===== src/rtl/pe_result_drain.sv =====
// -----------------------------------------------------------------------------
// pe_result_drain
//
// Collects accumulated results from one column of N PE cells and serialises
// them onto a single valid/ready stream. Each PE emits a one-cycle
// result-valid pulse. The pulses arrive skewed down the column. Each lane's
// word is parked in a per-lane holding register until the output register is
// free. The array therefore never needs a stall path back into the PEs.
//
// Optional build macro:
//   PE_DRAIN_SAT_EN - when defined, a word with bit OUTWIDTH set is clamped to
//                     2^OUTWIDTH-1 as it enters the output register. Latency
//                     and handshake are the same in both builds.
//
// Ports:
//   clk        in   clock, all logic on the rising edge
//   rst        in   synchronous reset, active-high
//   in_r       in   N*(OUTWIDTH+1) flattened PE results, lane i at
//                   [i*(OUTWIDTH+1) +: OUTWIDTH+1]
//   in_valid   in   N per-lane result-valid pulses
//   out_data   out  OUTWIDTH+1 result word presented downstream
//   out_idx    out  $clog2(N) lane index of out_data
//   out_last   out  high with the Nth word of a frame
//   out_valid  out  out_data/out_idx/out_last are valid
//   out_ready  in   downstream accepts when out_valid && out_ready
//   busy       out  any lane pending or a word held in the output register
//   overflow   out  sticky, a result was lost to a lane collision
// -----------------------------------------------------------------------------
module pe_result_drain #(
    parameter int N        = 4,
    parameter int OUTWIDTH = 32
) (
    input  logic                          clk,
    input  logic                          rst,
    input  logic [N*(OUTWIDTH+1)-1:0]     in_r,
    input  logic [N-1:0]                  in_valid,
    output logic [OUTWIDTH:0]             out_data,
    output logic [$clog2(N)-1:0]          out_idx,
    output logic                          out_last,
    output logic                          out_valid,
    input  logic                          out_ready,
    output logic                          busy,
    output logic                          overflow
);

    localparam int WW = OUTWIDTH + 1;
    localparam int IW = $clog2(N);
    localparam logic [IW-1:0] LAST_CNT = IW'(N - 1);

    typedef enum logic [0:0] {
        ST_IDLE   = 1'b0,
        ST_STREAM = 1'b1
    } state_t;

    // Word transform applied as a word enters the output register.
    function automatic logic [WW-1:0] drain_word(input logic [WW-1:0] w);
`ifdef PE_DRAIN_SAT_EN
        logic [WW-1:0] r;
        r = w[OUTWIDTH] ? {1'b0, {OUTWIDTH{1'b1}}} : w;
        return r;
`else
        return w;
`endif
    endfunction

    // Registered state
    logic [N-1:0]    pending_r;
    logic [WW-1:0]   hold_r [N];
    logic [WW-1:0]   out_data_r;
    logic [IW-1:0]   out_idx_r;
    logic            out_last_r;
    logic            out_valid_r;
    logic            overflow_r;
    logic            busy_r;
    logic [IW-1:0]   frame_cnt_r;
    state_t          state_r;

    // Combinational control
    logic [IW-1:0]   sel_idx_s;
    logic            load_s;
    logic            accept_s;
    logic [N-1:0]    move_mask_s;
    logic [N-1:0]    capture_s;
    logic [N-1:0]    collide_s;
    logic [N-1:0]    pending_nxt_s;
    logic            out_valid_nxt_s;
    logic [IW-1:0]   cnt_eff_s;
    logic [WW-1:0]   load_word_s;

    // Lowest-index pending lane. Scanning downward lets the lowest set bit win.
    always_comb begin
        sel_idx_s = '0;
        for (int i = N - 1; i >= 0; i--) begin
            sel_idx_s = pending_r[i] ? IW'(i) : sel_idx_s;
        end
    end

    // Handshake, per-lane capture/collision and next-state terms.
    always_comb begin
        load_s      = (!out_valid_r || out_ready) && (|pending_r);
        accept_s    = out_valid_r && out_ready;
        if (load_s) begin
            move_mask_s = N'(1'b1) << sel_idx_s;
        end else begin
            move_mask_s = '0;
        end
        // A lane whose word leaves this cycle may take a new word on the same edge.
        capture_s     = in_valid & (~pending_r | move_mask_s);
        collide_s     = in_valid & pending_r & ~move_mask_s;
        pending_nxt_s = capture_s | (pending_r & ~move_mask_s);
        if (load_s) begin
            out_valid_nxt_s = 1'b1;
        end else if (out_ready) begin
            out_valid_nxt_s = 1'b0;
        end else begin
            out_valid_nxt_s = out_valid_r;
        end
        // Frame position after any acceptance this cycle. The loaded word is
        // the last of its frame when this equals N-1.
        if (accept_s) begin
            cnt_eff_s = (frame_cnt_r == LAST_CNT) ? '0 : IW'(frame_cnt_r + IW'(1'b1));
        end else begin
            cnt_eff_s = frame_cnt_r;
        end
        load_word_s = drain_word(hold_r[sel_idx_s]);
    end

    // Lane holding registers, pending bits, output register and frame counter.
    always_ff @(posedge clk) begin
        if (rst) begin
            pending_r   <= '0;
            for (int i = 0; i < N; i++) begin
                hold_r[i] <= '0;
            end
            out_data_r  <= '0;
            out_idx_r   <= '0;
            out_last_r  <= 1'b0;
            out_valid_r <= 1'b0;
            overflow_r  <= 1'b0;
            frame_cnt_r <= '0;
        end else begin
            pending_r <= pending_nxt_s;
            for (int i = 0; i < N; i++) begin
                if (capture_s[i]) begin
                    hold_r[i] <= in_r[i*WW +: WW];
                end
            end
            if (load_s) begin
                out_data_r <= load_word_s;
                out_idx_r  <= sel_idx_s;
                out_last_r <= (cnt_eff_s == LAST_CNT);
            end
            out_valid_r <= out_valid_nxt_s;
            frame_cnt_r <= cnt_eff_s;
            if (|collide_s) begin
                overflow_r <= 1'b1;
            end
        end
    end

    // Activity FSM. It stays in STREAM while anything is pending or held.
    always_ff @(posedge clk) begin
        if (rst) begin
            state_r <= ST_IDLE;
            busy_r  <= 1'b0;
        end else begin
            case (state_r)
                ST_IDLE: begin
                    if (|capture_s) begin
                        state_r <= ST_STREAM;
                        busy_r  <= 1'b1;
                    end
                end
                ST_STREAM: begin
                    if (!(|pending_nxt_s) && !out_valid_nxt_s) begin
                        state_r <= ST_IDLE;
                        busy_r  <= 1'b0;
                    end
                end
                default: begin
                    state_r <= ST_IDLE;
                    busy_r  <= 1'b0;
                end
            endcase
        end
    end

    assign out_data  = out_data_r;
    assign out_idx   = out_idx_r;
    assign out_last  = out_last_r;
    assign out_valid = out_valid_r;
    assign busy      = busy_r;
    assign overflow  = overflow_r;

endmodule


===== config.mk =====
export PLATFORM = sky130hd
export DESIGN_NAME = pe_result_drain
export DESIGN_NICKNAME = d
export VERILOG_FILES = /design/src/rtl/pe_result_drain.sv
export SDC_FILE = /design/constraint.sdc
export NUM_CORES = 1
export LEC_CHECK = 0
export BUFFER_PORTS_ARGS = -buffer_cell sky130_fd_sc_hd__buf_4
export CORE_ASPECT_RATIO = 1.25
export CORE_MARGIN = 1.5
export CORE_UTILIZATION = 48
export DETAILED_ROUTE_END_ITERATION = 8
export PLACE_DENSITY = 0.76
export SYNTH_ARGS = -nofsm -noshare
export SYNTH_HDL_FRONTEND = slang
export SYNTH_SLANG_ARGS = --single-unit

===== constraint.sdc =====
create_clock -name clk -period 2.1 [get_ports clk]
set_input_delay 0 -clock clk [delete_from_list [all_inputs] [get_ports clk]]
set_output_delay 0 -clock clk [all_outputs]
set_load 0.03 [all_outputs]

# Yosys cells after proc, flatten, opt, wreduce, memory -nomap -nowiden
# Memories as Yosys holds them, arrays and structs flattened. A register that Yosys moved wholly into a read port is not among the register bits.
# Index checks and enable logic that the tools add are counted.
[op_classes] n_reduce_logical=12 add_sub_neg=1 n_eq_ne=4 bitwise=13 mux=33 shift=1
[ops] op="$mux W33" n=4
[ops] op="$mux W1" n=20
[ops] op="$and A4 B4 Y4" n=4
[ops] op="$reduce_or A4 Y1" n=4
[ops] op="$mux W2" n=6
[ops] op="$not A4 Y4" n=2
[ops] op="$or A4 B4 Y4" n=2
[ops] op="$eq A2 B2 Y1 const B" n=2
[ops] op="$mux W4" n=1
[ops] op="$or A1 B1 Y1" n=4
[ops] op="$pmux W1 S2" n=2
[ops] op="$shl A1 B2 Y4 const A" n=1
[ops] op="$logic_and A1 B1 Y1" n=3
[ops] op="$logic_not A1 Y1" n=3
[ops] op="$add A2 B1 Y2 const B" n=1
[ops] op="$ne A2 B1 Y1 const B" n=1
[ops] op="$ne A2 B2 Y1 const B" n=1
[ops] op="$reduce_and A2 Y1" n=1
[ops] op="$logic_or A1 B1 Y1" n=1
[ops] op="$not A1 Y1" n=1
[totals] input_bits=139 word_cells=73 out_inout_bits=39 n_memories=1 register_bits=13 ram_bits=132
[mem_list] name="hold_r" words=4 width=33 read_ports=1 rd_ports_with_merged_regs=1 wr=4 line="68" source="logic [WW-1:0] hold_r [N];"

# Depth between registers and ports, before layout
[depth] depth_word=14 mapped_depth=7 ltp_nobuf=5

# Worst setup path before layout
# No wires, ideal clock.
[synth_path] path_type="register -> register" startpoint="register out_valid_r (netlist: out_valid)" endpoint="memory hold_r[3][0] (netlist name), enable pin" n_path_buf=0 setup_ns=0.395 arrival_ns=1.920 period_less_slack_ns=2.315 setup_slack_ns=-0.215 path_stages_with_launch=5 required_ns=1.705 cell_sequence="dfxtp_1 > nor2b_1 > o41a_1 > nand2b_1 > nand2b_1"
[synth_rtl] item="start: declaration" line="72" source="logic out_valid_r;"
[synth_rtl] item="start signal: assignment" line="153" source="out_valid_r <= out_valid_nxt_s;"
[synth_rtl] item="end: declaration" line="68"

# Worst setup path in the final report
[layout_path] startpoint="register out_valid_r (netlist: out_valid)" endpoint="register pending_r[0]"
[layout_via] elab_chain_len=7 elab_cells_between_ends=9 classes_between="mux: 1; bitwise: 5; reduce/logical: 3"
[layout_lines] item="$logic_not A1 Y1 *" line="100" source="load_s = (!out_valid_r || out_ready) && (|pending_r);"
[layout_lines] item="$logic_or A1 B1 Y1 *" line="100"
[layout_lines] item="$logic_and A1 B1 Y1 *" line="100"
[layout_lines] item="$mux W4 *" line="102" source="if (load_s) begin"
[layout_lines] item="$or A4 B4 Y4 or $not A4 Y4 (tied branches)" line="108, 110"
[layout_lines] item="$and A4 B4 Y4, on equally long branches" line="108, 110"
[layout_lines] item="$or A4 B4 Y4 *" line="110" source="pending_nxt_s = capture_s | (pending_r & ~move_mask_s);"
[layout_lines] item="end signal: assignment" line="142" source="pending_r <= pending_nxt_s;"
[layout_lines] item="end: declaration" line="67" source="logic [N-1:0] pending_r;"
# Mark *: on every way between the ends. The rest lies on a longest branch, timed or not.
# A chain may end at the register's enable or synchronous reset.

==> results.toml <==
[sta]
hold_viol = 0
whs_ps = 383
tns_ps = 0
maxSlewViolCount = 0
setup_viol = 0
fin_worst_skew_ps = 12.4
worst_pin_slew_ps = 952
max_freq_mhz = 495
min_period_over_period = 0.962
rsz0062_at_grt = "false"
max_slew_margin = 0.364
min_period_ps = 2020

[synth]
syn_nets = 617
syn_area_um2 = 7330
synthTopCellsByCount = "132 x and2_1, 132 x edfxtp_1, 46 x dfxtp_1"
yosysUniqueCellTypes = 38
syn_inst = 477
synth-warning-count = 0
synth_top_area_frac = 0.541
yosys.area_share.simple = 0.139
yosysTopAreaCell = "edfxtp_1"
synth-main-ff-cell = "edfxtp_1"
yosys.area_share.xor_xnor = 0
synthTopCellsByArea = "edfxtp_1 54%, dfxtp_1 13%, and2_1 11%"
synth-edff-count = 132
synth_compound_area_frac = 0.0637
syn_avg_cell_area_um2 = 15.4
synth_top_family_by_area = "simple AND/OR/NAND/NOR gates"
synthMuxAreaShare = 0.104
synthAdderAreaFrac = 0.00171
ys_ff_latch = 178
ys_seq_area_frac = 0.667
async_flop_share = 0

[drt]
drt-pass1-iter-count = 4
drt-total-wl_um = 21500
wire_per_inst_um = 21.3
drt_iter0_drc = 374
vias_per_cell = 5.40
vias = 5430
drc = 0
ant_nets = 0

[die]
coreArea_um2 = 15000
die-width_um = 114
dieArea_um2 = 16000
start_util = 0.490
ios = 178
std_cell_rows = 50
chipHeight_um = 141

[placed_design]
place.gp.congestion = 0.850
port_buffers = 177
place_hpwl_um = 12000
place_area_um2 = 9030

[clocking]
clockBufferDepth = 2
cts_max_level = 4
cts_tree = "built"
postCtsSetupRepairBufs = 0
numCtsBuffers = 17
clkTransAtPathRegs_ps = 70
root_buffer = "clkbuf_16"
clkLatencyLatePin_ps = 440
numClockSinks = 178

[pwr]
peakVddDrop_v = 0.000540
powerDensity_nw_per_um2 = 826
p_leak_nw = 4.66

[global_routing]
grt_max_degree = 34
grt_pass1_vias = 6084
grtUsageTotal = 0.278
antenna_found_initial = 1
grt_overflow = 0
grt_pass1_wl_um = 32400

[critical_path]
crit_arrival_ps = 2400
crit_path_start_kind = "register"
r2r_start = "out_valid$_SDFF_PP0_"
rrSetupSlack_ps = 80
rr_worst_depth = 5
cp.required_ps = 2480
crit_type = "reg2reg"
worst-path-max-fanout = 6
endpoint_kind = "register"
r2r_end = "pending_r[0]$_SDFF_PP0_"

[job]
max_cap_viol_count = 0

[finish]
post-route-cell-area_um2 = 11100
drive_gt1_frac = 0.335
syn2layout_area_growth_pct = 51.7
nets = 950

[hold_path]
holdPathEnd = "hold_r[2][29]$_SDFFCE_PN0P_"
whs_path_depth = 3
hold_path.startpoint = "in_r[95]"
hp-class = "in2reg"

[status]
run_status = "finished clean"
[power by group]
group | internal (mW) | switching [mW] | leakage (nW) | total [mW]
registers | 4.08 | 0.117 | 1.82 | 4.20
logic | 0.781 | 0.675 | 2.52 | 1.46
clock network | 2.13 | 1.40 | 0.322 | 3.53
total | 6.99 | 2.19 | 4.66 | 9.19
[sequential cells by signal (all words and copies together), names as in the netlist]
name,flops
busy,1
frame_cnt_r,2
hold_r,132
out_data,33
out_idx,2
out_last,1
out_valid,1
overflow,1
pending_r,4
state_r,1
[final cells by class]
type                       count  area, µm²
fill                         841       3830
clock buffer                  17        425
timing repair buffer         344       3010
inverter                       3       11.3
sequential                   178       4880
antenna                        1       2.50
multi-input combinational    266       2330
clock inverter                15        228
tap                          182        228
[layout by cell type (no fill, tap or decap), types with 2 or more instances in the layout]
cell type,n
buf_4,197
dlygate4sd3_1,141
and2_1,132
edfxtp_1,132
dfxtp_1,46
a22o_1,33
mux4_2,30
clkbuf_16,17
nor2_1,12
a21oi_1,10
nand2_1,8
buf_12,6
bufinv_16,5
inv_6,4
nand2b_2,3
nor2_4,3
inv_1,3
mux4_1,3
nand2b_1,2
o21ai_0,2
a22oi_1,2
nor3_1,2
a31oi_1,2
a221oi_1,2
o21a_1,2
clkinv_2,2
clkinv_4,2
[worst max path at each step]
stage,startpoint,end,slack [ps]
finish,out_valid$_SDFF_PP0_,pending_r[0]$_SDFF_PP0_,80
global placement,out_valid$_SDFF_PP0_,hold_r[3][14]$_SDFFCE_PN0P_,120
floorplan,out_valid$_SDFF_PP0_,hold_r[0][0]$_SDFFCE_PN0P_,40
CTS,out_valid$_SDFF_PP0_,hold_r[3][21]$_SDFFCE_PN0P_,40
detailed placement,out_valid$_SDFF_PP0_,hold_r[1][4]$_SDFFCE_PN0P_,40
global route,out_valid$_SDFF_PP0_,pending_r[0]$_SDFF_PP0_,5
[logic make-up (layout without fill, tap and decap cells)]
| family | count (synthesis) | in the layout |
|---|---|---|
| flops | 178 | 178 |
| compound gates | 60 | 60 |
| fa+ha+maj | 1 | 1 |
| mux | 34 | 34 |
| buf+inv | 33 | 379 |
| simple gates | 171 | 171 |
| other cells | 0 | 1 |
[metal layers]
| layer | vias up | share of wire | GRT usage |
|---|---|---|---|
| met2 | 250 | 0.55 | 0.510 |
| met3 | 74 | 0.047 | 0.0469 |
| met5 | - | 0 | 0 |
| met4 | 0 | 0.049 | 0.176 |
| li1 | 2444 | - | - |
| met1 | 2662 | 0.35 | 0.292 |
[per-stage QoR]
| stage | setup WS, ps | total power, mW | util | instances |
|---|---|---|---|---|
| 2_1_floorplan | 40.5 | 4.90 | - | 477 |
| 3_3_place_gp | 121 | 5.43 | 0.604 | 832 |
| 3_5_place_dp | 43.6 | 5.48 | 0.604 | 832 |
| 4_1_cts | 41.8 | 9.18 | 0.742 | 1005 |
| 5_1_grt | 5.17 | 9.45 | 0.744 | 1006 |
| 6_report | 79.1 | 9.19 | 0.744 | 1006 |
[worst max-delay path, cell delays in order, from the launching register on]
cell and delay [ps]:
dfxtp_1 350, nor2b_2 280, a21oi_1 100, dlygate4sd3_1 560
nor2_1 110, dlygate4sd3_1 570
[what timing repair did]
item | in CTS | in global routing
gates resized for setup | 0 | 4
hold buffers | 141 | 0
setup endpoints to repair | 0 | 71
hold endpoints to repair | 143 | 0
(Power assumes the default switching activity.)
